File: config.mk
export PLATFORM = sky130hd
export DESIGN_NAME = a2d_rr_intf
export DESIGN_NICKNAME = d
export VERILOG_FILES = /design/src/rtl/ebike_a2d_pkg.sv /design/src/rtl/a2d_period_tmr.sv /design/src/rtl/a2d_rr_intf.sv
export SDC_FILE = /design/constraint.sdc
export NUM_CORES = 1
export LEC_CHECK = 0
export ABC_AREA = 1
export BUFFER_PORTS_ARGS = -buffer_cell sky130_fd_sc_hd__buf_2
export CORE_MARGIN = 8
export CORE_UTILIZATION = 40
export CTS_CLUSTER_SIZE = 16
export DETAILED_ROUTE_END_ITERATION = 10
export PLACE_DENSITY = 0.75
export SLEW_MARGIN = 20
export SYNTH_ARGS = -nofsm -noshare
export SYNTH_HDL_FRONTEND = slang
export SYNTH_SLANG_ARGS = --single-unit
File: constraint.sdc
create_clock -name clk -period 1.2 [get_ports clk]
set_input_delay 0.18 -clock clk [delete_from_list [all_inputs] [get_ports clk]]
set_output_delay 0.18 -clock clk [all_outputs]
set_load 0.01 [all_outputs]
File: src/rtl/ebike_a2d_pkg.sv
// Shared types and helpers for the eBike A2D round-robin sequencer.
package ebike_a2d_pkg;

   typedef enum logic [2:0] {
      IDLE,
      SEL,
      DEAD,
      RD,
      GAP
   } a2d_state_t;

   localparam logic [2:0] CH_BATT   = 3'd0;
   localparam logic [2:0] CH_CURR   = 3'd1;
   localparam logic [2:0] CH_BRAKE  = 3'd3;
   localparam logic [2:0] CH_TORQUE = 3'd4;

   // Result slot order is fixed: batt, curr, brake, torque.
   function automatic logic [2:0] idx_to_ch(input logic [1:0] idx);
      case (idx)
         2'd0:    return CH_BATT;
         2'd1:    return CH_CURR;
         2'd2:    return CH_BRAKE;
         default: return CH_TORQUE;
      endcase
   endfunction

   function automatic logic [15:0] mk_a2d_cmd(input logic [2:0] ch);
      return {2'b00, ch, 11'h000};
   endfunction

endpackage

File: src/rtl/a2d_period_tmr.sv
// Free-running round timer; tmr_full marks the last count before wrap.
module a2d_period_tmr #(
   parameter int PERIOD_W = 14
) (
   input  logic clk,
   input  logic rst_n,
   output logic tmr_full
);

   logic [PERIOD_W-1:0] timer;

   always_ff @(posedge clk or negedge rst_n) begin
      if (!rst_n) timer <= '0;
      else        timer <= timer + 1'b1;
   end

   assign tmr_full = &timer;

endmodule

File: src/rtl/a2d_rr_intf.sv
// Round-robin A2D sequencer driving the SPI monarch; define A2D_FILT_EN to
// low-pass each channel result as (3*old + sample) / 4.
module a2d_rr_intf
   import ebike_a2d_pkg::*;
#(
   parameter int PERIOD_W = 14
) (
   input  logic        clk,
   input  logic        rst_n,
   output logic        snd,
   output logic [15:0] cmd,
   input  logic        done,
   input  logic [15:0] resp,
   output logic [11:0] batt,
   output logic [11:0] curr,
   output logic [11:0] brake,
   output logic [11:0] torque,
   output logic        rnd_cmplt,
   output logic        busy
);

   a2d_state_t  state, state_nxt;
   logic [1:0]  idx, idx_nxt;
   logic        snd_nxt, cmplt_nxt, cap;
   logic        tmr_full;
   logic [11:0] res [4];
   logic [11:0] sample, cap_val;

   a2d_period_tmr #(.PERIOD_W(PERIOD_W)) u_tmr (
      .clk      (clk),
      .rst_n    (rst_n),
      .tmr_full (tmr_full)
   );

   always_ff @(posedge clk or negedge rst_n) begin
      if (!rst_n) begin
         state     <= IDLE;
         idx       <= 2'd0;
         snd       <= 1'b0;
         rnd_cmplt <= 1'b0;
      end else begin
         state     <= state_nxt;
         idx       <= idx_nxt;
         snd       <= snd_nxt;
         rnd_cmplt <= cmplt_nxt;
      end
   end

   // snd is registered, so it rises one clk after the deciding state; the
   // DEAD and GAP states therefore leave a full idle clk after each done.
   always_comb begin
      state_nxt = state;
      idx_nxt   = idx;
      snd_nxt   = 1'b0;
      cmplt_nxt = 1'b0;
      cap       = 1'b0;
      case (state)
         IDLE: begin
            if (tmr_full) begin
               snd_nxt   = 1'b1;
               idx_nxt   = 2'd0;
               state_nxt = SEL;
            end
         end
         SEL: begin
            if (done) state_nxt = DEAD;
         end
         DEAD: begin
            snd_nxt   = 1'b1;
            state_nxt = RD;
         end
         RD: begin
            if (done) begin
               cap = 1'b1;
               if (idx == 2'd3) begin
                  cmplt_nxt = 1'b1;
                  idx_nxt   = 2'd0;
                  state_nxt = IDLE;
               end else begin
                  idx_nxt   = idx + 2'd1;
                  state_nxt = GAP;
               end
            end
         end
         GAP: begin
            snd_nxt   = 1'b1;
            state_nxt = SEL;
         end
         default: state_nxt = IDLE;
      endcase
   end

   assign sample = 12'(resp);

`ifdef A2D_FILT_EN
   logic [13:0] filt_sum;
   assign filt_sum = 14'(res[idx]) * 14'd3 + 14'(sample);
   assign cap_val  = 12'(filt_sum >> 2);
`else
   assign cap_val  = sample;
`endif

   always_ff @(posedge clk or negedge rst_n) begin
      if (!rst_n) begin
         for (int i = 0; i < 4; i++) res[i] <= 12'h000;
      end else if (cap) begin
         res[idx] <= cap_val;
      end
   end

   assign cmd    = mk_a2d_cmd(idx_to_ch(idx));
   assign busy   = (state != IDLE);
   assign batt   = res[0];
   assign curr   = res[1];
   assign brake  = res[2];
   assign torque = res[3];

endmodule

After elaboration in Yosys (flattened, before gate mapping)
Index checks and enable logic that the tools add are counted.
- flip-flop bits (word level): 69
- word-level logic and storage cells: 53
- input bits: 19
- output and inout port bits: 67
- equal/unequal tests: 10
- muxes and demuxes: 20
- magnitude comparators: 2
- reductions and logical operators: 9
- add/subtract/negate cells: 2
- bitwise operators: 1
- operators with widths (cell ; count):
    $bwmux W48 ; 1
    $demux W12 S2 ; 1
    $pmux W3 S5 ; 1
    $add A14 B1 Y14 const B ; 1
    $reduce_and A14 Y1 ; 1
    $mux W12 ; 1
    $mux W3 ; 4
    $pmux W3 S3 ; 1
    $eq A3 B2 Y1 const B ; 2
    $mux W1 ; 6
    $mux W2 ; 3
    $ne A2 B2 Y1 const B ; 3
    $reduce_and A3 Y1 ; 2
    $eq A2 B2 Y1 const B ; 2
    $pmux W2 S2 ; 1
    $eq A3 B1 Y1 const B ; 1
    $eq A3 B3 Y1 const B ; 1
    $ge A3 B3 Y1 const B ; 1
    $logic_not A3 Y1 ; 1
    $lt A3 B1 Y1 const B ; 1
    $not A2 Y3 ; 1
    $reduce_bool A3 Y1 ; 1
    $add A2 B1 Y2 const B ; 1
    $eq A2 B1 Y1 const B ; 1
    5 further kinds ; 5

Depth between registers and ports, before layout
- word-level depth: 6
- depth in mapped cells: 9
- gate-level depth less buffers: 9

Hierarchy
A second synthesis with hierarchy kept.
- cells, all modules: 351
- area total of the unflattened synthesis: 3129.3 um^2
- by module, submodules not included (module ; area an instance (um^2) ; sequential area each (um^2) ; cells each ; times used):
    a2d_rr_intf ; 2448.6 ; 1376.3 ; 275 ; 1
    a2d_period_tmr ; 680.7 ; 350.3 ; 76 ; 1

Worst setup path before layout
No wires, ideal clock.
- kind: register -> register
- from: register u_tmr.timer[0]
- to: register idx[0]
- clock period less this slack: 1.310 ns
- cell stages (with the launch flop): 9
- data required time: 1.082 ns
- buffers on the path: 0
- path slack: -0.110 ns
- library setup time: 0.118 ns
- arrival time: 1.192 ns
- cells stage by stage: dfrtp_1 > ha_1 > nand3_1 > nor2_2 > nand2_1 > nand2_1 > nand3_1 > nand2_1 > nand2_1
- longest elaborated chain between the ends: 3
- ends and longest elaborated chain (item ; line ; RTL):
    start, declared ; a2d_period_tmr.sv:10 ; logic [PERIOD_W-1:0] timer;
    start signal, assigned ; a2d_period_tmr.sv:14 ; else timer <= timer + 1'b1;
    $reduce_and A14 Y1 ; a2d_period_tmr.sv:17 ; assign tmr_full = &timer;
    $ne A2 B2 Y1 (no source line) ; -- ;
    $reduce_and A3 Y1 (no source line) ; -- ;
    end signal, assigned ; a2d_rr_intf.sv:43 ; idx <= idx_nxt;
    end, declared ; a2d_rr_intf.sv:23 ; logic [1:0] idx, idx_nxt;
Every way passes these cells.
A chain may end at the register's enable or synchronous reset.

Final worst setup path
- from: register idx[0]
- to: register res (netlist bit brake[0])
- longest elaborated chain between the ends: 6
- elaborated cells between the ends (all ways): 7
- classes of those cells: order compare (2); mux (3); bitwise (1); reduce/logical (1)
- ends and longest elaborated chain (item ; line ; RTL):
    $not A2 Y3 (not written as such) (*) ; a2d_rr_intf.sv:107 ; res[idx] <= cap_val;
    $ge A3 B3 Y1 (not written as such) or $lt A3 B1 Y1 (tied branches) ; a2d_rr_intf.sv:107 ;
    $logic_and A1 B1 Y1 (not written as such) ; a2d_rr_intf.sv:107 ;
    $mux W12 (not written as such) ; a2d_rr_intf.sv:107 ;
    $demux W12 S2 (*) ; a2d_rr_intf.sv:107 ;
    $bwmux W48 (*) ; a2d_rr_intf.sv:107 ;
    end signal, assigned by index ; a2d_rr_intf.sv:107 ;
    end, declared ; a2d_rr_intf.sv:26 ; logic [11:0] res [4];
Mark *: on every way between the ends. The rest lies on a longest branch, timed or not.

==> results.json <==
{
  "grt_use_total_pct": 16.8,
  "ioPinCount": 86,
  "drive_gt1_share_pct": 58.4,
  "synth-seq-cells": 69,
  "cts_tree": "yes",
  "grt_max_degree": 70,
  "fmax_mhz": 708,
  "final_max_slew_viol_count": 0,
  "timing.final.ws_setup_ns": -0.213,
  "layout_common_cells": "67 x dfrtp_1, 64 x buf_2, 34 x nand2_2",
  "num_vias": 2510,
  "row_count": 31,
  "finish.net_count": 436,
  "final.min_clock_period_ns": 1.41,
  "diodes": 0,
  "die_w_um": 102,
  "via_per_inst": 4.87,
  "hpwl_um": 4590,
  "critPathRequiredTime_ns": 1.43,
  "worstSetupPathType": "flop to flop",
  "leakagePower_nw": 2.31,
  "grt_overflow_total": 0,
  "htreeDepth": 3,
  "initial_core_util_pct": 41.0,
  "ff2ff_setup_slack_ns": -0.21,
  "first_iter_violations": 115,
  "skew_ns": 0.0136,
  "clkSlewWorstSetupHoldPaths_ns": 0.09,
  "route.detailed.drc": 0,
  "drv_cap": 0,
  "power_w": 0.00793,
  "reg2regPathDepth": 6,
  "drt_wl_total_um": 9220,
  "routedWlPerCell_um": 17.9,
  "path_max_fanout": 12,
  "hp-class": "input pin to flop",
  "grt_first_pass_wirelength_um": 13000,
  "violations": "setup timing",
  "syn_to_final_growth_pct": 56.1,
  "yosysWarnings": 0,
  "rsz0062_at_grt": "true",
  "status": "finished with violations",
  "clock-root-buffer": "clkbuf_8",
  "setup_viol": 61,
  "nFillCells": 525,
  "synth_cells": 288,
  "hold_violations": 0,
  "fin_crit_sh_pct": 118,
  "fin_setup_tns_ns": -9.12,
  "arrival_ns": 1.65,
  "layout_commonest_cell": "dfrtp_1",
  "avgSynthCellArea_um2": 10.3,
  "routabilityCongestion": 0.745,
  "hold_depth": 3,
  "synth_cell_type_count": 23,
  "core_area_um2": 7210,
  "dieArea_um2": 10400,
  "drtAntennaViolNets": 0,
  "clk_latency_ns": 0.35,
  "yosysSeqAreaShare_pct": 58.4,
  "cts.sink_count": 69,
  "die_y_um": 102,
  "grt_pass1_vias": 2491,
  "power.density_nw_per_um2": 1720,
  "antenna_found_initial": 0,
  "cts-buffers-inserted": 9,
  "portBuffers": 68,
  "clk_path_buf_depth": 2,
  "netlist_area_um2": 2960,
  "startpoint_type": "flop",
  "endpoint_kind": "flop",
  "first_pass_iters": 4,
  "ir_drop_uv": 1110
}
[power breakdown]
part | switching (W) | internal, W
Sequential | 0.000338 | 0.00271
Combinational | 0.00144 | 0.00125
Clock | 0.000959 | 0.00124
Total | 0.00274 | 0.00520
[area by class of cell]
type	count	area, um^2	area share (%)
flip-flops and latches	69	1730	37.5
multi-input cells	191	1600	34.6
repair buffers	112	828	17.9
clock buffers	10	138	2.98
well taps	99	124	2.68
inverters	28	108	2.33
clock inverters	6	93.8	2.03
[worst max-delay path: stages (launching register included)]
cell and delay [ns]:
dfrtp_1 0.43, inv_2 0.12, buf_4 0.12, ha_2 0.32
nand2_8 0.14, nand2_1 0.10, o21ai_1 0.08
[per-layer routing]
| layer | vias to the layer above | track usage, % | share of wire (%) |
|---|---|---|---|
| li1 | 1161 | - | - |
| met1 | 1246 | 21.2 | 40 |
| met2 | 88 | 27.1 | 51 |
| met3 | 15 | 3.88 | 6.9 |
| met4 | 0 | 6.66 | 1.5 |
| met5 | - | 0 | 0 |
[kinds of logic after synthesis]
group	synth area share, %
other cells	0.127
fa+ha+maj	2.54
xor+xnor	3.26
flops	58.4
buf+inv	9.90
compound gates	10.2
simple gates	15.6
[synth_stat cells (all sizes together)]
| cell type | instances | area share [%] |
|---|---|---|
| nor3 | 1 | 0.17 |
| conb | 1 | 0.13 |
| a32oi | 1 | 0.30 |
| dfrtp | 69 | 58 |
| xnor2 | 5 | 1.5 |
| nor2 | 11 | 2.0 |
| nand2 | 77 | 11 |
| a21oi | 1 | 0.17 |
| nand3 | 8 | 1.8 |
| or2 | 1 | 0.21 |
| inv | 28 | 3.6 |
| ha | 6 | 2.5 |
| a31oi | 1 | 0.21 |
| o21ai | 48 | 9.5 |
| nand4 | 3 | 0.63 |
| buf | 21 | 6.3 |
| xor2 | 6 | 1.8 |
[registers in the layout, summed over array words and instances, names as in the netlist]
name         flops
rnd_cmplt        1
state            3
u_tmr.timer     14
idx              2
curr            12
snd              1
brake           12
batt            12
torque          12
[stage by stage]
step	setup slack [ns]	hold WS [ns]	instances	instance area [um^2]	utilization, %
global route	-0.262	0.149	515	4620	64.0
global placement	-0.0836	0.231	467	3470	48.2
detailed placement	-0.0935	0.233	467	3470	48.2
finish	-0.213	0.126	515	4620	64.0
CTS	-0.211	0.117	501	4200	58.2
floorplan	-0.00334	-0.116	300	3030	-
[final timing paths]
kind | startpoint | end
setup reg to reg | idx[0]$_DFFE_PN0P_ | brake[0]$_DFFE_PN0P_
min in group asynchronous | rst_n | batt[10]$_DFFE_PN0P_
setup / recovery | idx[0]$_DFFE_PN0P_ | brake[0]$_DFFE_PN0P_
hold / removal | resp[7] | batt[7]$_DFFE_PN0P_
max in group asynchronous | rst_n | state[1]$_DFFE_PN0P_
hold reg to reg | u_tmr.timer[11]$_DFF_PN0_ | u_tmr.timer[11]$_DFF_PN0_
[repair_timing]
item                       in CTS  in global routing
setup endpoints to repair      62                 68
cloned                          5                  4
pin swaps                      19                 26
gates resized for setup        74                 72
setup buffers                  14                 11
hold endpoints to repair       69                  0
hold buffers                    1                  0
Note: power is estimated with default switching activity, not from simulation.
